## config.mk

```make
export PLATFORM = sky130hd
export DESIGN_NAME = sprite_renderer
export DESIGN_NICKNAME = d
export VERILOG_FILES = /design/src/rtl/sprite_pkg.sv /design/src/rtl/sprite_anim_ctrl.sv /design/src/rtl/sprite_renderer.sv
export SDC_FILE = /design/constraint.sdc
export NUM_CORES = 1
export LEC_CHECK = 0
export ABC_AREA = 1
export CAP_MARGIN = 20
export CORE_MARGIN = 3
export CORE_UTILIZATION = 52
export CTS_CLUSTER_SIZE = 10
export DETAILED_ROUTE_END_ITERATION = 6
export GPL_TIMING_DRIVEN = 0
export PLACE_DENSITY = 0.94
export SLEW_MARGIN = 15
export SYNTH_ARGS = -nofsm -noshare
export SYNTH_HDL_FRONTEND = slang
export SYNTH_SLANG_ARGS = --single-unit
```

## constraint.sdc

```tcl
create_clock -name vga_clk -period 4.3 [get_ports vga_clk]
set_clock_uncertainty 0.2 [all_clocks]
set_input_delay 1.075 -clock vga_clk [delete_from_list [all_inputs] [get_ports vga_clk]]
set_output_delay 1.075 -clock vga_clk [all_outputs]
set_load 0.05 [all_outputs]
```

## src/rtl/sprite_pkg.sv

```systemverilog
// Shared types and screen constants for the sprite rendering blocks.
package sprite_pkg;
    localparam int SCREEN_W = 640;
    localparam int SCREEN_H = 480;
    localparam int COORD_W  = 10;

    typedef struct packed {
        logic [3:0] r;
        logic [3:0] g;
        logic [3:0] b;
    } rgb12_t;
endpackage

```

## src/rtl/sprite_anim_ctrl.sv

```systemverilog
// Animation frame sequencer: each frame is held for FRAME_HOLD frame_ticks, then
// the sequence advances and wraps after FRAMES. Restart returns to frame 0.
module sprite_anim_ctrl #(
    parameter int FRAMES     = 4,
    parameter int FRAME_HOLD = 8,
    parameter int FR_W       = (FRAMES > 1) ? $clog2(FRAMES) : 1
) (
    input  logic            vga_clk,
    input  logic            reset_n,
    input  logic            frame_tick,
    input  logic            anim_en,
    input  logic            anim_restart,
    output logic [FR_W-1:0] frame
);
    localparam int HOLD_W = (FRAME_HOLD > 1) ? $clog2(FRAME_HOLD) : 1;

    logic [FR_W-1:0]   r_frame;
    logic [HOLD_W-1:0] r_hold;

    // Restart takes priority over a simultaneous tick advance.
    always_ff @(posedge vga_clk or negedge reset_n) begin
        if (!reset_n) begin
            r_frame <= '0;
            r_hold  <= '0;
        end else if (anim_restart) begin
            r_frame <= '0;
            r_hold  <= '0;
        end else if (frame_tick && anim_en) begin
            if (r_hold == HOLD_W'(FRAME_HOLD - 1)) begin
                r_hold  <= '0;
                r_frame <= (r_frame == FR_W'(FRAMES - 1)) ? '0 : r_frame + 1'b1;
            end else begin
                r_hold <= r_hold + 1'b1;
            end
        end
    end

    assign frame = r_frame;
endmodule

```

## src/rtl/sprite_renderer.sv

```systemverilog
// Single scaled, mirrored, animated sprite on the VGA raster. Two-cycle pipeline:
// geometry/ROM address, synchronous ROM read, then palette lookup into output regs.
module sprite_renderer
    import sprite_pkg::*;
#(
    parameter int SPR_W           = 16,
    parameter int SPR_H           = 16,
    parameter int IDX_BITS        = 4,
    parameter int SCALE_LOG2      = 1,
    parameter int FRAMES          = 4,
    parameter int FRAME_HOLD      = 8,
    parameter int TRANSPARENT_IDX = 0,
    parameter int ADDR_W          = $clog2(FRAMES * SPR_W * SPR_H)
) (
    input  logic                vga_clk,
    input  logic                reset_n,
    input  logic [COORD_W-1:0]  DrawX,
    input  logic [COORD_W-1:0]  DrawY,
    input  logic                blank,
    input  logic                frame_tick,
    input  logic [COORD_W-1:0]  pos_x,
    input  logic [COORD_W-1:0]  pos_y,
    input  logic                flip_h,
    input  logic                enable,
    input  logic                anim_en,
    input  logic                anim_restart,
    output logic [ADDR_W-1:0]   rom_addr,
    input  logic [IDX_BITS-1:0] rom_q,
    output logic [IDX_BITS-1:0] pal_index,
    input  logic [11:0]         pal_rgb,
    output logic [3:0]          red,
    output logic [3:0]          green,
    output logic [3:0]          blue,
    output logic                hit
);
    localparam int FR_W = (FRAMES > 1) ? $clog2(FRAMES) : 1;
    localparam int TX_W = $clog2(SPR_W);
    localparam int TY_W = $clog2(SPR_H);
    localparam logic [COORD_W:0] BOX_W = (COORD_W + 1)'(SPR_W << SCALE_LOG2);
    localparam logic [COORD_W:0] BOX_H = (COORD_W + 1)'(SPR_H << SCALE_LOG2);

    logic [COORD_W-1:0] r_pos_x, r_pos_y;
    logic               r_flip_h, r_enable;
    logic [ADDR_W-1:0]  r_rom_addr;
    logic [1:0]         r_box_pipe, r_blank_pipe;
    logic [3:0]         r_red, r_green, r_blue;
    logic               r_hit;

    logic [FR_W-1:0]    w_frame;
    logic [COORD_W:0]   w_dx, w_dy;
    logic               w_in_box, w_opaque;
    logic [TX_W-1:0]    w_tx, w_tx_f;
    logic [TY_W-1:0]    w_ty;
    rgb12_t             w_rgb;

    sprite_anim_ctrl #(.FRAMES(FRAMES), .FRAME_HOLD(FRAME_HOLD), .FR_W(FR_W)) u_anim (
        .vga_clk      (vga_clk),
        .reset_n      (reset_n),
        .frame_tick   (frame_tick),
        .anim_en      (anim_en),
        .anim_restart (anim_restart),
        .frame        (w_frame)
    );

    // Placement registers only move during vblank so a frame never tears.
    always_ff @(posedge vga_clk or negedge reset_n) begin
        if (!reset_n) begin
            r_pos_x  <= '0;
            r_pos_y  <= '0;
            r_flip_h <= 1'b0;
            r_enable <= 1'b0;
        end else if (frame_tick) begin
            r_pos_x  <= pos_x;
            r_pos_y  <= pos_y;
            r_flip_h <= flip_h;
            r_enable <= enable;
        end
    end

    // Sign bit set means left of / above the sprite origin: clipped, never wrapped.
    assign w_dx     = {1'b0, DrawX} - {1'b0, r_pos_x};
    assign w_dy     = {1'b0, DrawY} - {1'b0, r_pos_y};
    assign w_in_box = !w_dx[COORD_W] && (w_dx < BOX_W) && !w_dy[COORD_W] && (w_dy < BOX_H);
    assign w_tx     = w_dx[SCALE_LOG2 +: TX_W];
    assign w_ty     = w_dy[SCALE_LOG2 +: TY_W];
    assign w_tx_f   = r_flip_h ? ~w_tx : w_tx;

    always_ff @(posedge vga_clk or negedge reset_n) begin
        if (!reset_n) begin
            r_rom_addr   <= '0;
            r_box_pipe   <= '0;
            r_blank_pipe <= '0;
        end else begin
            r_rom_addr   <= w_in_box ? ADDR_W'({w_frame, w_ty, w_tx_f}) : '0;
            r_box_pipe   <= {r_box_pipe[0], w_in_box};
            r_blank_pipe <= {r_blank_pipe[0], blank};
        end
    end

    assign pal_index = rom_q;
    assign w_rgb     = rgb12_t'(pal_rgb);
    assign w_opaque  = r_box_pipe[1] && r_blank_pipe[1] && r_enable &&
                       (rom_q != IDX_BITS'(TRANSPARENT_IDX));

    always_ff @(posedge vga_clk or negedge reset_n) begin
        if (!reset_n) begin
            r_red   <= '0;
            r_green <= '0;
            r_blue  <= '0;
            r_hit   <= 1'b0;
        end else begin
            r_red   <= w_opaque ? w_rgb.r : 4'h0;
            r_green <= w_opaque ? w_rgb.g : 4'h0;
            r_blue  <= w_opaque ? w_rgb.b : 4'h0;
            r_hit   <= w_opaque;
        end
    end

    assign rom_addr = r_rom_addr;
    assign red      = r_red;
    assign green    = r_green;
    assign blue     = r_blue;
    assign hit      = r_hit;
endmodule

```

==> results of run 1 <==
[stage by stage]
step / util / total power [W]
5_1_grt: 0.7480 / 0.001299
4_1_cts: 0.7480 / 0.001224
6_report: 0.7480 / 0.001216
3_3_place_gp: 0.7291 / 0.0009069
2_1_floorplan: - / 0.0007980
3_5_place_dp: 0.7318 / 0.0009306
[metal layers]
| layer | vias up | global-route usage | wire (um) |
|---|---|---|---|
| li1 | 1432 | - | - |
| met4 | 0 | 0.07310 | 180 |
| met5 | - | 0 | 0 |
| met1 | 1332 | 0.2834 | 3141 |
| met3 | 18 | 0.04541 | 413 |
| met2 | 105 | 0.4247 | 4048 |
[state kept, by name (all words and copies together) (netlist names), 2 cells and up]
register       flops
green              4
u_anim.r_hold      3
rom_addr          10
r_blank_pipe       2
r_box_pipe         2
blue               4
r_pos_y           10
r_pos_x           10
red                4
u_anim.frame       2
[area by class of cell]
| type | instances | area [um2] |
|---|---|---|
| inverter | 85 | 319.1 |
| multi-input combinational | 255 | 1438 |
| clock inverter | 3 | 23.77 |
| sequential | 54 | 1351 |
| timing repair buffer | 91 | 915.9 |
| tap | 72 | 90.09 |
| buffer | 11 | 63.81 |
| clock buffer | 5 | 68.82 |
| fill | 399 | 1439 |
[power breakdown]
| group | leakage (nW) | switching (W) | internal (W) |
|---|---|---|---|
| Combinational | 1.50 | 0.000215 | 0.000167 |
| Clock | 0.0408 | 0.000173 | 0.000117 |
| Sequential | 0.706 | 0.0000119 | 0.000533 |
| Total | 2.24 | 0.000400 | 0.000817 |
[logic make-up after synthesis]
| family | Yosys count |
|---|---|
| simple gates | 184 |
| mux | 4 |
| fa+ha+maj | 23 |
| flops | 54 |
| xor+xnor | 10 |
| compound gates | 34 |
| buf+inv | 96 |
[worst register-to-register path, cell delays in order (launching register included)]
cell and delay (ns):
dfrtp_1 0.37, nand2_1 0.15, fa_1 0.47, nand3_1 0.09, nand3_1 0.11, nand2_1 0.10, nand2_1 0.05, nand2_1 0.06
nand2_1 0.06, nor3_2 0.17, nand3_2 0.12, buf_6 0.17, nor2_2 0.08
[path summary, 6_finish.rpt]
kind,end,slack [ns],startpoint,cells after the start
worst max-delay path,pal_index[0],0.56,rom_q[0],3
worst min-delay path,r_box_pipe[1]$_DFF_PN0_,0.17,r_box_pipe[0]$_DFF_PN0_,0
worst max register to register,rom_addr[2]$_DFF_PN0_,2.02,r_pos_y[0]$_DFFE_PN0P_,12
worst min register to register,r_box_pipe[1]$_DFF_PN0_,0.17,r_box_pipe[0]$_DFF_PN0_,0
max in group asynchronous,r_blank_pipe[1]$_DFF_PN0_,2.88,reset_n,2
min in group asynchronous,r_pos_y[8]$_DFFE_PN0P_,0.50,reset_n,1
[cells in the final DEF, fill, tap and decap left out, types with 3 or more instances in the layout]
cell type and n:
nor2_1 23, inv_2 3, nand4_1 5, clkbuf_8 5, inv_1 81, nor3_1 3, dfrtp_1 54, a21oi_1 9
o21ai_0 19, clkdlybuf4s50_1 89, nand2_1 104, nand3_1 24, buf_4 4, clkbuf_1 6, mux2_2 4, xnor2_1 7
nand2_2 8, xor2_1 3, nor2_2 13, ha_1 21, nand3_2 3
==> summary.txt, run 1 <==
Logic synthesis
  • Synth Area in Compound Gates: 0.05917
  • Largest cells by area after synthesis: dfrtp_1 43%, nand2_1 12%, inv_1 9.6%
  • Top_reg_cell synth: dfrtp_1
  • Mux share of post-synthesis cell area: 0.01420
  • Yosys reg bits: 54
  • Most numerous cell in the Yosys netlist: nand2_1
  • Largest family of logic cells by synthesized area: simple AND/OR/NAND/NOR gates
  • Synth top area share: 0.4260
  • Synth Instances: 405
  • Post-Synth XOR/XNOR Area: 0.02761
  • Commonest cells post-synth: 104 x nand2_1, 81 x inv_1, 54 x dfrtp_1
  • Largest area contributor in the netlist: dfrtp_1
  • Synth Net Count: 492
  • Post-synthesis sequential area ratio: 0.4260
  • Syn Std Cell Area: 3172 um2
  • Simple logic cell fraction of the synthesized area: 0.2568
  • Post-Syn Area per Cell: 7.832 um2
  • Fraction of registers with async set/reset: 1.000
  • Ys Warns: 0
  • Adder-cell share of the synthesized area: 0.09546
  • Post-synth EDFFs: 0
  • Synth unique cells: 29

Detailed routing
  • Routed Antenna Nets: 0
  • WL/cell: 13.51 um
  • WL final: 7.784 mm
  • Total number of vias: 2887
  • Drt pass-1 iters: 4
  • Number of vias per cell: 5.012
  • DRC: 0
  • Drt initial violations: 167

Clock network
  • CTS sink cnt: 54
  • CTS H-tree lvls: 2
  • CTS tree: yes
  • Max clock buf depth: 2
  • Worst-skew pair later-pin latency: 0.31 ns
  • Inserted Clock Buffers: 5
  • Post-CTS setup buffers: 0
  • CTS root buf: clkbuf_8
  • Resize count post-CTS: 0
  • Worst-path clk slew: 0.10 ns
  • Hold buffers post-CTS: 0

Final layout
  • Cell area after layout: 4270 um2
  • Share of cells above drive strength 1: 0.09325
  • Nets: 590
  • Layout area overhead: 34.64%
  • Fin cells: 576
  • Number of inserted diodes: 0

Global route
  • Initial antenna violation count: 0
  • Largest net degree at the start of global routing: 38
  • First-pass GRT wire length: 13.52 mm
  • Number of global-route vias before repair: 2962
  • GRT overflow: 0
  • All-Layer GR Usage: 0.2359

Worst setup path
  • WP data required: 3.02 ns
  • Worst EP arrival: 2.46 ns
  • CP bufs+invs: 3
  • Critical Path Most Common Cell: clkdlybuf4s50_1
  • Startpoint types: primary input
  • Crit. End Element: output pin
  • Crit-path max FO: 2
  • Slowest-stage cell, CP: clkdlybuf4s50_1
  • Crit path max-delay family: buffers and inverters
  • Worst path max stage delay: 0.78 ns
  • Crit-path cells: clkdlybuf4s50_1 > buf_4 > clkdlybuf4s50_1
  • Setup Crit Path Kind: primary input to output pin

Outcome
  • Outcome: complete, no violations

Place
  • Post-detail-place hpwl: 6.405 mm
  • Dpl cells: 568
  • DP Area: 4178 um2
  • Routability cong.: 0.8580
  • Port Buffers: 90
  • DP Worst Slack: 0.5696 ns

STA
  • Final worst slack: 0.5631 ns
  • WHS: 0.1666 ns
  • Setup_tns: 0 ns
  • Rel. slew slack: 0.6338
  • Final worst path period share: 0.8690
  • Pins Over Slew Limit: 0
  • RSZ-0062 raised after global routing: false
  • Achievable clock frequency: 0.2676 GHz
  • Worst Tran Pin Value: 0.5492 ns
  • Post-layout minimum cycle time: 3.737 ns
  • Finish-stage setup viols: 0
  • Fin. Hold Viols: 0

Power and ir drop
  • PwrDens: 284.8 nW/um2
  • Maximum vdd ir drop: 0.1662 mV
  • Leak pwr: 2.244 nW

Die
  • Initial core utilization: 0.5556
  • Die H: 84.10 um
  • Die W: 84.10 um
  • Row Count: 27
  • Die ar.: 7073 um2
  • IO Count: 91
  • Core area: 5709 um2

Min path
  • Hold crit path type: flip-flop to flip-flop

Run
  • Max Cap Viol: 0
Power figures use the tool's default switching activity.
==> inputs of run 2 (changes only) <==
Settings changed: CORE_UTILIZATION 52 to 43, PLACE_DENSITY 0.94 to 0.84.
Clock period 4.3 ns to 3 ns, I/O delays scaled along.
==> summary.txt, run 2 (synthesis gave the netlist of run 1 again) <==
Final layout
  • Number of inserted diodes: 0
  • Layout area overhead: 35.58%
  • Register area: 1351 um2
  • Nets: 590
  • Most common cell after layout, fill and taps aside: nand2_1
  • Cell area after layout: 4300 um2
  • # fillers: 611
  • Most frequent cells in the layout: 104 x nand2_1, 85 x clkdlybuf4s50_1, 81 x inv_1
  • Area of the multi-input gates: 1438 um2
  • Share of cells above drive strength 1: 0.09325

Global route
  • Met1 Use GR: 0.2078
  • Met2 global-route usage: 0.3206
  • Number of global-route vias before repair: 2736
  • GRT overflow: 0
  • All-Layer GR Usage: 0.1746
  • First-pass GRT wire length: 12.03 mm
  • Initial antenna violation count: 0
  • Met3 usage: 0.03610
  • GR peak layer: met2
  • Largest net degree at the start of global routing: 36

Worst setup path
  • Worst EP arrival: 1.87 ns
  • Crit. End Element: output pin
  • WP data required: 2.05 ns
  • R2R depth: 12
  • Worst r2r src: r_pos_y[0]$_DFFE_PN0P_
  • FF-to-FF End: rom_addr[2]$_DFF_PN0_
  • Setup Crit Path Kind: primary input to output pin
  • CP Launch Point: rom_q[3]
  • Crit-path max FO: 2
  • FF-to-FF setup slack: 0.78 ns
  • Startpoint types: primary input

Power and ir drop
  • Clk pwr share: 0.249
  • Switching power: 0.0005672 W
  • Net Sw Frac: 0.3260
  • Pint: 0.001173 W
  • Gate power share: 0.303
  • PwrDens: 404.6 nW/um2
  • Leak pwr: 2.258 nW
  • Maximum vdd ir drop: 0.2012 mV
  • Flop pwr share: 0.448

Die
  • Die H: 91.89 um
  • Die ar.: 8443 um2
  • IO Count: 91
  • Initial core utilization: 0.4543
  • Row Count: 30
  • Die W: 91.89 um
  • Core area: 6982 um2

Clock network
  • Inserted Clock Buffers: 5
  • Worst-skew pair later-pin latency: 0.31 ns
  • Worst-path clk slew: 0.10 ns
  • CTS sink cnt: 54
  • CTS tree: yes
  • CTS root buf: clkbuf_8
  • CTS H-tree lvls: 2
  • Max clock buf depth: 2

Detailed routing
  • Drt initial violations: 56
  • DRC: 0
  • Drt pass-1 iters: 7
  • Routed Antenna Nets: 0
  • Number of vias per cell: 4.652
  • Total number of vias: 2791
  • WL final: 7.057 mm
  • WL/cell: 11.76 um

STA
  • Finish-stage setup viols: 0
  • Worst Tran Pin Value: 0.5717 ns
  • Rel. slew slack: 0.6189
  • Post-layout minimum cycle time: 2.822 ns
  • Final worst path period share: 0.9405
  • Pins Over Slew Limit: 0
  • Achievable clock frequency: 0.3544 GHz
  • RSZ-0062 raised after global routing: false
  • Setup_tns: 0 ns
  • Fin. Hold Viols: 0

Min path
  • Hold Path Sink: r_box_pipe[1]$_DFF_PN0_
  • Hold crit path type: flip-flop to flip-flop
  • Worst hold stages: 0
  • Hold Startpoint: r_box_pipe[0]$_DFF_PN0_

Place
  • DP Area: 4208 um2
  • Routability cong.: 0.8746
  • Post-detail-place hpwl: 5.834 mm
  • Port Buffers: 90

Run
  • Max Cap Viol: 0

Outcome
  • Outcome: complete, no violations
run 2: cell types whose count changed in the layout (fill, tap and decap cells not counted):
cell | before | now
clkdlybuf4s50_1 | 89 | 85
dlygate4sd2_1 | 0 | 4
clkinv_4 | 0 | 2
clkinvlp_4 | 2 | 0
inv_6 | 1 | 0
inv_8 | 0 | 1
run 2: timing repair:
| action | CTS | global route |
|---|---|---|
| setup buffers | 0 | 0 |
| hold buffers | 0 | 0 |
| resized for setup | 4 | 0 |
| endpoints found under the setup margin | 4 | 0 |
run 2: final cells by class:
| type | instances | area share |
|---|---|---|
| Multi-Input combinational cell | 255 | 0.3343 |
| Clock buffer | 5 | 0.01600 |
| Buffer | 11 | 0.01484 |
| Clock inverter | 3 | 0.006692 |
| Sequential cell | 54 | 0.3142 |
| Timing Repair Buffer | 91 | 0.2118 |
| Inverter | 85 | 0.07419 |
| Tap cell | 96 | 0.02793 |
run 2: per-stage QoR:
stage          worst slack [ns]  std cells  total power, W  utilization  hold slack [ns]
2_1_floorplan            0.5629        405        0.001144            -           0.1312
3_3_place_gp            -0.6132        591        0.001302       0.6005           0.1323
3_5_place_dp            -0.1193        592        0.001326       0.6027           0.1404
4_1_cts                  0.1716        600        0.001759       0.6160           0.1646
5_1_grt                 0.02121        600        0.001859       0.6160           0.1735
6_report                 0.1784        600        0.001740       0.6160           0.1581
run 2: power groups by stage:
stage	clock network (W)	logic, W	registers (W)
floorplan	0	0.000354	0.000790
global placement	0	0.000510	0.000792
detailed placement	0	0.000532	0.000795
CTS	0.000446	0.000532	0.000780
global route	0.000473	0.000602	0.000784
finish	0.000434	0.000527	0.000779
run 2: per-layer routing:
metal | routed length, um | vias up
li1 | - | 1434
met1 | 3003 | 1269
met2 | 3545 | 80
met3 | 430 | 8
met4 | 78 | 0
met5 | 0 | -
run 2: worst max-delay path by stage:
stage | endpoint | slack, ns | cells after the start
after floorplan | rom_addr[1]$_DFF_PN0_ | 0.56 | 13
after global placement | r_pos_y[3]$_DFFE_PN0P_ | -0.61 | 1
after detailed placement | rom_addr[2]$_DFF_PN0_ | -0.12 | 14
after CTS | pal_index[3] | 0.17 | 3
after global routing | rom_addr[2]$_DFF_PN0_ | 0.02 | 14
final | pal_index[3] | 0.18 | 3
run 2: worst max-delay path: stages:
cell and delay (ns):
clkdlybuf4s50_1 0.50, buf_4 0.11, dlygate4sd2_1 0.51
==> inputs of run 3 (changes only) <==
Settings changed: CORE_ASPECT_RATIO set to 0.8, CORE_UTILIZATION 43 to 48, CTS_BUF_LIST set to sky130_fd_sc_hd__clkbuf_4 sky130_fd_sc_hd__clkbuf_8 sky130_fd_sc_hd__clkbuf_16, PLACE_DENSITY 0.84 to 0.89.
Clock period 3 ns to 3.02 ns, I/O delays scaled along.
==> summary.txt, run 3 (synthesis gave the netlist of run 1 again) <==
Place
  • Dpl cells: 577
  • DP Area: 4189 um2
  • Post-detail-place hpwl: 5.701 mm
  • Routability cong.: 0.8845
  • Port Buffers: 90

Clock network
  • CTS root buf: clkbuf_8
  • Worst-skew pair later-pin latency: 0.31 ns
  • CTS tree: yes
  • Post-CTS setup buffers: 0
  • CTS sink cnt: 54
  • Worst-path clk slew: 0.11 ns
  • Max clock buf depth: 2
  • Resize count post-CTS: 4
  • CTS H-tree lvls: 2
  • Hold buffers post-CTS: 0
  • Inserted Clock Buffers: 5

Detailed routing
  • Number of vias per cell: 4.721
  • DRC: 0
  • WL/cell: 11.85 um
  • Routed Antenna Nets: 0
  • Total number of vias: 2762
  • WL final: 6.934 mm
  • Drt pass-1 iters: 4
  • Drt initial violations: 87

Global route
  • GRT overflow: 0
  • First-pass GRT wire length: 11.84 mm
  • All-Layer GR Usage: 0.1885
  • Initial antenna violation count: 0
  • Number of global-route vias before repair: 2670
  • Largest net degree at the start of global routing: 36

Die
  • IO Count: 91
  • Die W: 96.89 um
  • Initial core utilization: 0.5147
  • Core area: 6162 um2
  • Row Count: 25
  • Die ar.: 7625 um2
  • Die H: 78.71 um

STA
  • Pins Over Slew Limit: 0
  • Fin. Hold Viols: 0
  • Finish-stage setup viols: 0
  • Post-layout minimum cycle time: 2.836 ns
  • RSZ-0062 raised after global routing: false
  • Worst Tran Pin Value: 0.6247 ns
  • Setup_tns: 0 ns
  • Final worst path period share: 0.9390
  • Rel. slew slack: 0.5835
  • Achievable clock frequency: 0.3526 GHz
  • WHS: 0.1642 ns

Final layout
  • # fillers: 491
  • Layout area overhead: 34.99%
  • Area of the multi-input gates: 1438 um2
  • Most common cell after layout, fill and taps aside: nand2_1
  • Cell area after layout: 4282 um2
  • Nets: 590
  • Register area: 1351 um2
  • Share of cells above drive strength 1: 0.09325
  • Fin cells: 585
  • Most frequent cells in the layout: 104 x nand2_1, 85 x clkdlybuf4s50_1, 81 x inv_1
  • Number of inserted diodes: 0

Worst setup path
  • Setup Crit Path Kind: primary input to output pin
  • Crit-path max FO: 2
  • Worst r2r src: r_pos_y[0]$_DFFE_PN0P_
  • R2R depth: 12
  • WP data required: 2.06 ns
  • Crit-path cells: clkdlybuf4s50_1 > buf_4 > dlygate4sd2_1
  • Slowest-stage cell, CP: dlygate4sd2_1
  • Worst path max stage delay: 0.52 ns
  • FF-to-FF setup slack: 0.73 ns
  • Startpoint types: primary input
  • Worst EP arrival: 1.88 ns
  • FF-to-FF End: rom_addr[4]$_DFF_PN0_
  • Crit. End Element: output pin

Power and ir drop
  • Final Total Pwr: 0.001726 W
  • Maximum vdd ir drop: 0.1968 mV
  • Leak pwr: 2.258 nW
  • PwrDens: 403.2 nW/um2

Run
  • Max Cap Viol: 0

Min path
  • Hold Path Sink: r_blank_pipe[1]$_DFF_PN0_
  • Hold Startpoint: r_blank_pipe[0]$_DFF_PN0_
  • Worst hold stages: 0
  • Hold crit path type: flip-flop to flip-flop

Outcome
  • Outcome: complete, no violations
run 3: cell counts in the layout (fill, tap and decap cells not counted):
No cell type changed its count.
run 3: power by group:
group | switching (W) | internal (W) | total [W]
combinational | 0.000293 | 0.000233 | 0.000526
clock | 0.000253 | 0.000172 | 0.000426
sequential | 0.0000156 | 0.000759 | 0.000775
total | 0.000562 | 0.00116 | 0.00173
run 3: worst max path at each step:
| stage | startpoint | to | slack [ns] |
|---|---|---|---|
| 2_1_floorplan | DrawY[0] | rom_addr[1]$_DFF_PN0_ | 0.58 |
| 5_1_grt | DrawY[0] | rom_addr[4]$_DFF_PN0_ | 0.07 |
| 3_5_place_dp | DrawY[0] | rom_addr[4]$_DFF_PN0_ | -0.11 |
| 4_1_cts | rom_q[3] | pal_index[3] | 0.17 |
| 6_report | rom_q[3] | pal_index[3] | 0.18 |
| 3_3_place_gp | reset_n | r_pos_y[1]$_DFFE_PN0P_ | -0.54 |
run 3: final cells by class:
cell class	instances	area share
multi-input combinational	255	0.3358
sequential	54	0.3156
timing repair buffer	91	0.2127
inverter	85	0.07452
tap	81	0.02367
clock buffer	5	0.01607
buffer	11	0.01490
clock inverter	3	0.006721
run 3: stage by stage:
stage / util / setup WS [ns]
detailed placement: 0.6798 / -0.1111
global placement: 0.6774 / -0.5400
global route: 0.6948 / 0.07105
finish: 0.6948 / 0.1842
floorplan: - / 0.5779
CTS: 0.6948 / 0.1733
run 3: metal layers:
metal / part of all wire / wire, um / track usage
met5: 0 / 0 / 0
met4: 0.0062 / 43 / 0.04208
met3: 0.064 / 443 / 0.03951
met2: 0.47 / 3237 / 0.3313
met1: 0.46 / 3210 / 0.2419
run 3: critical path, delay by kind of cell:
| family | cells | cell delay, ns |
|---|---|---|
| buf+inv | 3 | 1.12 |
